==> src/rtl/spi_rx_capture.sv <==
// SPI receive capture: synchronizes the pad inputs, samples them on a delayed receive strobe,
// packs std/dual/quad groups into 8..32-bit words and hands them off through a one-entry register.
module spi_rx_capture #(
    parameter int CAL_WIDTH   = 3,
    parameter int SYNC_STAGES = 2
) (
    input  logic                 clk_i,
    input  logic                 rst_i,
    input  logic                 start_i,
    input  logic                 en_i,
    input  logic                 lsb_i,
    input  logic [1:0]           spm_i,
    input  logic [1:0]           rdtb_i,
    input  logic [CAL_WIDTH-1:0] cal_i,
    input  logic                 samp_edge_i,
    input  logic [3:0]           spi_io_in_i,
    output logic                 rx_valid_o,
    input  logic                 rx_ready_i,
    output logic [31:0]          rx_data_o,
    output logic                 ovf_o,
    input  logic                 ovf_clr_i,
    output logic                 busy_o
);

    localparam int DLY_LEN = (1 << CAL_WIDTH) - 1;

    typedef enum logic {
        ST_IDLE = 1'b0,
        ST_RUN  = 1'b1
    } state_t;

    state_t               state_q, state_d;
    logic [3:0]           sync_q [SYNC_STAGES];
    logic [3:0]           sio;
    logic [DLY_LEN-1:0]   dly_q, dly_d;
    logic [DLY_LEN:0]     taps;
    logic [31:0]          acc_q, acc_d;
    logic [5:0]           cnt_q, cnt_d;
    logic                 valid_q, valid_d;
    logic [31:0]          data_q, data_d;
    logic                 ovf_q, ovf_d;

    logic                 run_ok;
    logic                 strobe;
    logic [5:0]           shift_n;
    logic [31:0]          grp;
    logic [31:0]          acc_shift;
    logic [31:0]          acc_rev;
    logic [5:0]           cnt_sum;
    logic [5:0]           word_w;
    logic                 word_done;
    logic [31:0]          word;

    always_ff @(posedge clk_i or posedge rst_i) begin
        if (rst_i) begin
            for (int i = 0; i < SYNC_STAGES; i++) sync_q[i] <= '0;
        end else begin
            sync_q[0] <= spi_io_in_i;
            for (int i = 1; i < SYNC_STAGES; i++) sync_q[i] <= sync_q[i-1];
        end
    end

    assign sio = sync_q[SYNC_STAGES-1];

    // Capture only happens in an undisturbed RUN cycle; abort and restart both flush the pipe.
    assign run_ok = (state_q == ST_RUN) && en_i && !start_i;
    assign taps   = {dly_q, samp_edge_i && run_ok};
    assign strobe = run_ok && taps[cal_i];

    generate
        for (genvar gi = 0; gi < 32; gi++) begin : g_rev
            assign acc_rev[gi] = acc_shift[31-gi];
        end
    endgenerate

    always_comb begin
        shift_n = 6'd1;
        grp     = {31'b0, sio[1]};
        case (spm_i)
            2'd1: begin
                shift_n = 6'd2;
                grp     = {30'b0, sio[1:0]};
            end
            2'd2: begin
                shift_n = 6'd4;
                grp     = {28'b0, sio};
            end
            default: ;
        endcase
        acc_shift = (acc_q << shift_n) | grp;
        cnt_sum   = cnt_q + shift_n;
        word_w    = {1'b0, rdtb_i, 3'b000} + 6'd8;
        word_done = strobe && (cnt_sum == word_w);
        // Reversing all 32 bits then shifting down aligns the reversal to the word width.
        word      = lsb_i ? (acc_rev >> (6'd32 - word_w))
                          : (acc_shift & (32'hFFFF_FFFF >> (6'd32 - word_w)));
    end

    always_comb begin
        state_d = state_q;
        dly_d   = run_ok ? taps[DLY_LEN-1:0] : '0;
        acc_d   = acc_q;
        cnt_d   = cnt_q;
        valid_d = valid_q;
        data_d  = data_q;
        ovf_d   = ovf_q;

        case (state_q)
            ST_IDLE: if (start_i && en_i) state_d = ST_RUN;
            ST_RUN:  if (!en_i) state_d = ST_IDLE;
            default: state_d = ST_IDLE;
        endcase

        if (!run_ok) begin
            acc_d = '0;
            cnt_d = '0;
        end else if (strobe) begin
            acc_d = word_done ? 32'b0 : acc_shift;
            cnt_d = word_done ? 6'b0 : cnt_sum;
        end

        if (ovf_clr_i) ovf_d = 1'b0;
        if (word_done && (!valid_q || rx_ready_i)) begin
            valid_d = 1'b1;
            data_d  = word;
        end else if (word_done) begin
            ovf_d = 1'b1;
        end else if (valid_q && rx_ready_i) begin
            valid_d = 1'b0;
        end
    end

    always_ff @(posedge clk_i or posedge rst_i) begin
        if (rst_i) begin
            state_q <= ST_IDLE;
            dly_q   <= '0;
            acc_q   <= '0;
            cnt_q   <= '0;
            valid_q <= 1'b0;
            data_q  <= '0;
            ovf_q   <= 1'b0;
        end else begin
            state_q <= state_d;
            dly_q   <= dly_d;
            acc_q   <= acc_d;
            cnt_q   <= cnt_d;
            valid_q <= valid_d;
            data_q  <= data_d;
            ovf_q   <= ovf_d;
        end
    end

    assign rx_valid_o = valid_q;
    assign rx_data_o  = data_q;
    assign ovf_o      = ovf_q;
    assign busy_o     = (state_q == ST_RUN) || (|dly_q);

endmodule

==> config.mk <==
export PLATFORM = sky130hd
export DESIGN_NAME = spi_rx_capture
export DESIGN_NICKNAME = d
export VERILOG_FILES = /design/src/rtl/spi_rx_capture.sv
export SDC_FILE = /design/constraint.sdc
export NUM_CORES = 1
export LEC_CHECK = 0
export CORE_MARGIN = 10
export CORE_UTILIZATION = 60
export CTS_CLUSTER_DIAMETER = 100
export DETAILED_ROUTE_END_ITERATION = 8
export HOLD_SLACK_MARGIN = 0.05
export PLACE_DENSITY = 0.83
export SYNTH_ARGS = -nofsm -noshare
export SYNTH_HDL_FRONTEND = slang
export SYNTH_SLANG_ARGS = --single-unit
==> constraint.sdc <==
create_clock -name clk_i -period 6 [get_ports clk_i]
set_input_delay 1.5 -clock clk_i [delete_from_list [all_inputs] [get_ports clk_i]]
set_output_delay 1.5 -clock clk_i [all_outputs]
set_load 0.005 [all_outputs]
==> results_dict.tcl <==
set metrics [dict create \
    cell_area_synth_um2 6070 \
    post-route-period-util_pct 79.3 \
    synth.avg_cell_area_um2 11.5 \
    postRouteWirelength_um 16300 \
    cts.htree.levels 3 \
    max_root_sink_buffers 2 \
    critPathLaunch "spm_i[0]" \
    drt_drc_violations_left 0 \
    synth_async_sr_flop_share_pct 100 \
    synth.top_cell.area_share_pct 36.3 \
    fraction_of_final_layout_cells_sized_beyond_drive_strength_1_pct 23.8 \
    worstReg2RegStart "cnt_q[1]$_DFFE_PP0P_" \
    peakVddDrop_uv 167 \
    ioPinCount 54 \
    crit_path_cell_trace "clkdlybuf4s50_1 -> inv_1 -> ha_1 -> xnor2_1 -> o21bai_1 -> and3_1 -> o21ai_0 -> a2111oi_4 -> buf_4 -> mux2_2" \
    synth_enable_flop_cells 0 \
    grt_start_max_net_pins 59 \
    wl_per_cell_um 23.2 \
    floorplan.die_area_um2 14500 \
    cts_hold_buffers 0 \
    post_dp_cell_area_um2 6660 \
    final-hold-violation-count 0 \
    synth_flop_cell "dfrtp_1" \
    timing_worst_slew_pin_value_ns 1.04 \
    clock_insertion_delay_worst_skew_ns 0.37 \
    place_hpwl_um 11800 \
    worst_hold_startpoint "sync_q[6]$_DFF_PP0_" \
    finalWeightedCongestion 0.954 \
    antenna_found_initial 0 \
    postCtsSetupBuffers 0 \
    synthTopCellsByArea "dfrtp_1 36%, mux4_2 12%, mux2_4 7.2%, mux2_2 7.1%, a32o_1 5.1%" \
    max-slew-margin-rel_pct 30.0 \
    worst_ep_required_time_ns 6.25 \
    initialDrtViolationCount 580 \
    place.port_buffers 53 \
    final-max-slew-violation-count 0 \
    setup-tns-final_ns 0 \
    max_clock_freq_mhz 210 \
    start_util_pct 61.8 \
    finish.instance_area_um2 6860 \
    p_leak_uw 0.00284 \
    ys_seq_elements 88 \
    tritoncts_clock_tree "done" \
    clock_sinks 88 \
    rsz0062_at_grt "no" \
    power_density_nw_per_um2 174 \
    drt-vias-per-instance 6.94 \
    chipHeight_um 121 \
    crit_path_top_delay_cell "ha_1" \
    row_count 36 \
    first_pass_iters 6 \
    grt_pass1_vias 4815 \
    max_cap_viol_count 0 \
    clkSlewWorstSetupHoldPaths_ns 0.09 \
    worst-path-max-fanout 32 \
    post_layout_nonfiller_instances 700 \
    most_common_cell_after_layout_fill_and_taps_aside "dfrtp_1" \
    hold_class "flop to flop" \
    yosysWarnings 0 \
    netlist_instances 529 \
    coreArea_um2 9820 \
    synth.distinct_cells 52 \
    synthesis.nets 556 \
    synthToLayoutAreaGrowth_pct 13.0 \
    ant_nets_after_route 0 \
    numPlacedInstances 684 \
    grt_first_pass_wirelength_um 26200 \
    num_antenna_cells 0 \
    root_buffer_master "clkbuf_8" \
    critPathArrivalTime_ns 5.01 \
    worst_clock_skew_ns 0.0137 \
    finish.net_count 589 \
    finalSetupViolCount 0 \
    startpoint_type "primary input" \
    cts.repair.resized 0 \
    critPathKind "primary input to flop" \
    globalRoute.totalOverflow 0 \
    die_width_um 121 \
    slowest_delay_ns 0.77 \
    setup.worst_path.end_class "flop" \
    grt_use_total_pct 22.4 \
    synth.yosys.seq_area_share_pct 36.3 \
    layout.cells.most_common_list "88 x dfrtp_1, 53 x clkdlybuf4s50_1, 38 x mux2_2, 33 x mux4_2" \
    finalWorstPathRequiredPeriod_ns 4.76 \
    cts_inserted_buffers 9 \
    totalPowerFinal_uw 1190 \
    synthDominantAreaCellType "dfrtp_1" \
    routed-via-count 4859 \
    run_status "completed" \
]
final timing paths:
path                                                  end  slack, ns  depth (start not counted)
worst max-delay path            rx_data_o[31]$_DFFE_PP0P_       1.24                         10
worst min-delay path                     sio[2]$_DFF_PP0_       0.35                          0
worst max register to register  rx_data_o[31]$_DFFE_PP0P_       2.92                          9
worst min register to register           sio[2]$_DFF_PP0_       0.35                          0
max in group asynchronous           acc_q[25]$_DFFE_PP0P_       3.40                          3
min in group asynchronous        rx_data_o[6]$_DFFE_PP0P_       1.66                          2
Yosys cell counts, types with 3 or more instances:
| library cell | n |
|---|---|
| o21ai_0 | 21 |
| a22o_1 | 6 |
| nand2_1 | 30 |
| and2_1 | 11 |
| clkbuf_1 | 24 |
| a21oi_1 | 20 |
| o21a_1 | 3 |
| o22ai_1 | 17 |
| mux4_2 | 33 |
| nor2_1 | 26 |
| a32o_1 | 31 |
| a221o_1 | 3 |
| buf_6 | 4 |
| buf_2 | 9 |
| xnor2_1 | 5 |
| mux2_2 | 38 |
| a22oi_1 | 8 |
| nor4_1 | 3 |
| mux2i_1 | 31 |
| nor2b_1 | 8 |
| nor3_1 | 10 |
| xor2_1 | 3 |
| buf_1 | 6 |
| ha_1 | 8 |
| mux2_4 | 29 |
| nand2b_1 | 4 |
| dfrtp_1 | 88 |
| inv_1 | 15 |
stage by stage:
| step | hold slack [ns] | setup WS (ns) | utilization, % |
|---|---|---|---|
| after floorplan | 0.331 | 1.62 | - |
| after global placement | 0.332 | 0.961 | 67.8 |
| after detailed placement | 0.337 | 0.819 | 67.8 |
| after CTS | 0.357 | 1.22 | 69.8 |
| after global routing | 0.364 | 0.932 | 69.8 |
| final | 0.354 | 1.24 | 69.8 |
state kept, by name, indices dropped and copies added, names as in the netlist:
name	count
acc_q	32
rx_data_o	32
state_q	1
dly_q	7
ovf_o	1
cnt_q	6
rx_valid_o	1
sio	4
sync_q	4
routing by layer:
layer | vias to the layer above | global-route usage, % | part of all wire, %
met5 | - | 0 | 0
met4 | 0 | 10.3 | 3.8
met3 | 54 | 6.51 | 9.6
met2 | 269 | 34.5 | 46
met1 | 2425 | 28.7 | 40
li1 | 2111 | - | -
worst max-delay path, delay by kind of cell:
family / cells / cell delay [ns]
buffers and inverters: 3 / 1.07
AOI/OAI and AO/OA: 3 / 0.81
adders and majority gates: 1 / 0.77
muxes: 1 / 0.40
xor gates and xnor gates: 1 / 0.23
and+or+nand+nor: 1 / 0.19
cell families after synthesis:
family / after synthesis / synth area share, %
xor gates and xnor gates: 9 / 1.42
and+or+nand+nor: 104 / 8.37
DFF: 88 / 36.3
adders and majority gates: 8 / 1.65
muxes: 131 / 31.6
AOI/OAI and AO/OA: 128 / 16.1
buffers and inverters: 61 / 4.52
power by group:
part           internal, uW  switching, uW
Clock                   196            229
Sequential              597           2.56
Combinational          64.3            105
final cells by class:
type	instances	area (um2)
sequential	88	2200
timing repair buffer	66	628
clock inverter	7	78.8
fill	765	2960
clock buffer	9	124
inverter	17	65.1
tap	133	166
multi-input combinational	380	3590
Power figures use the tool's default switching activity.
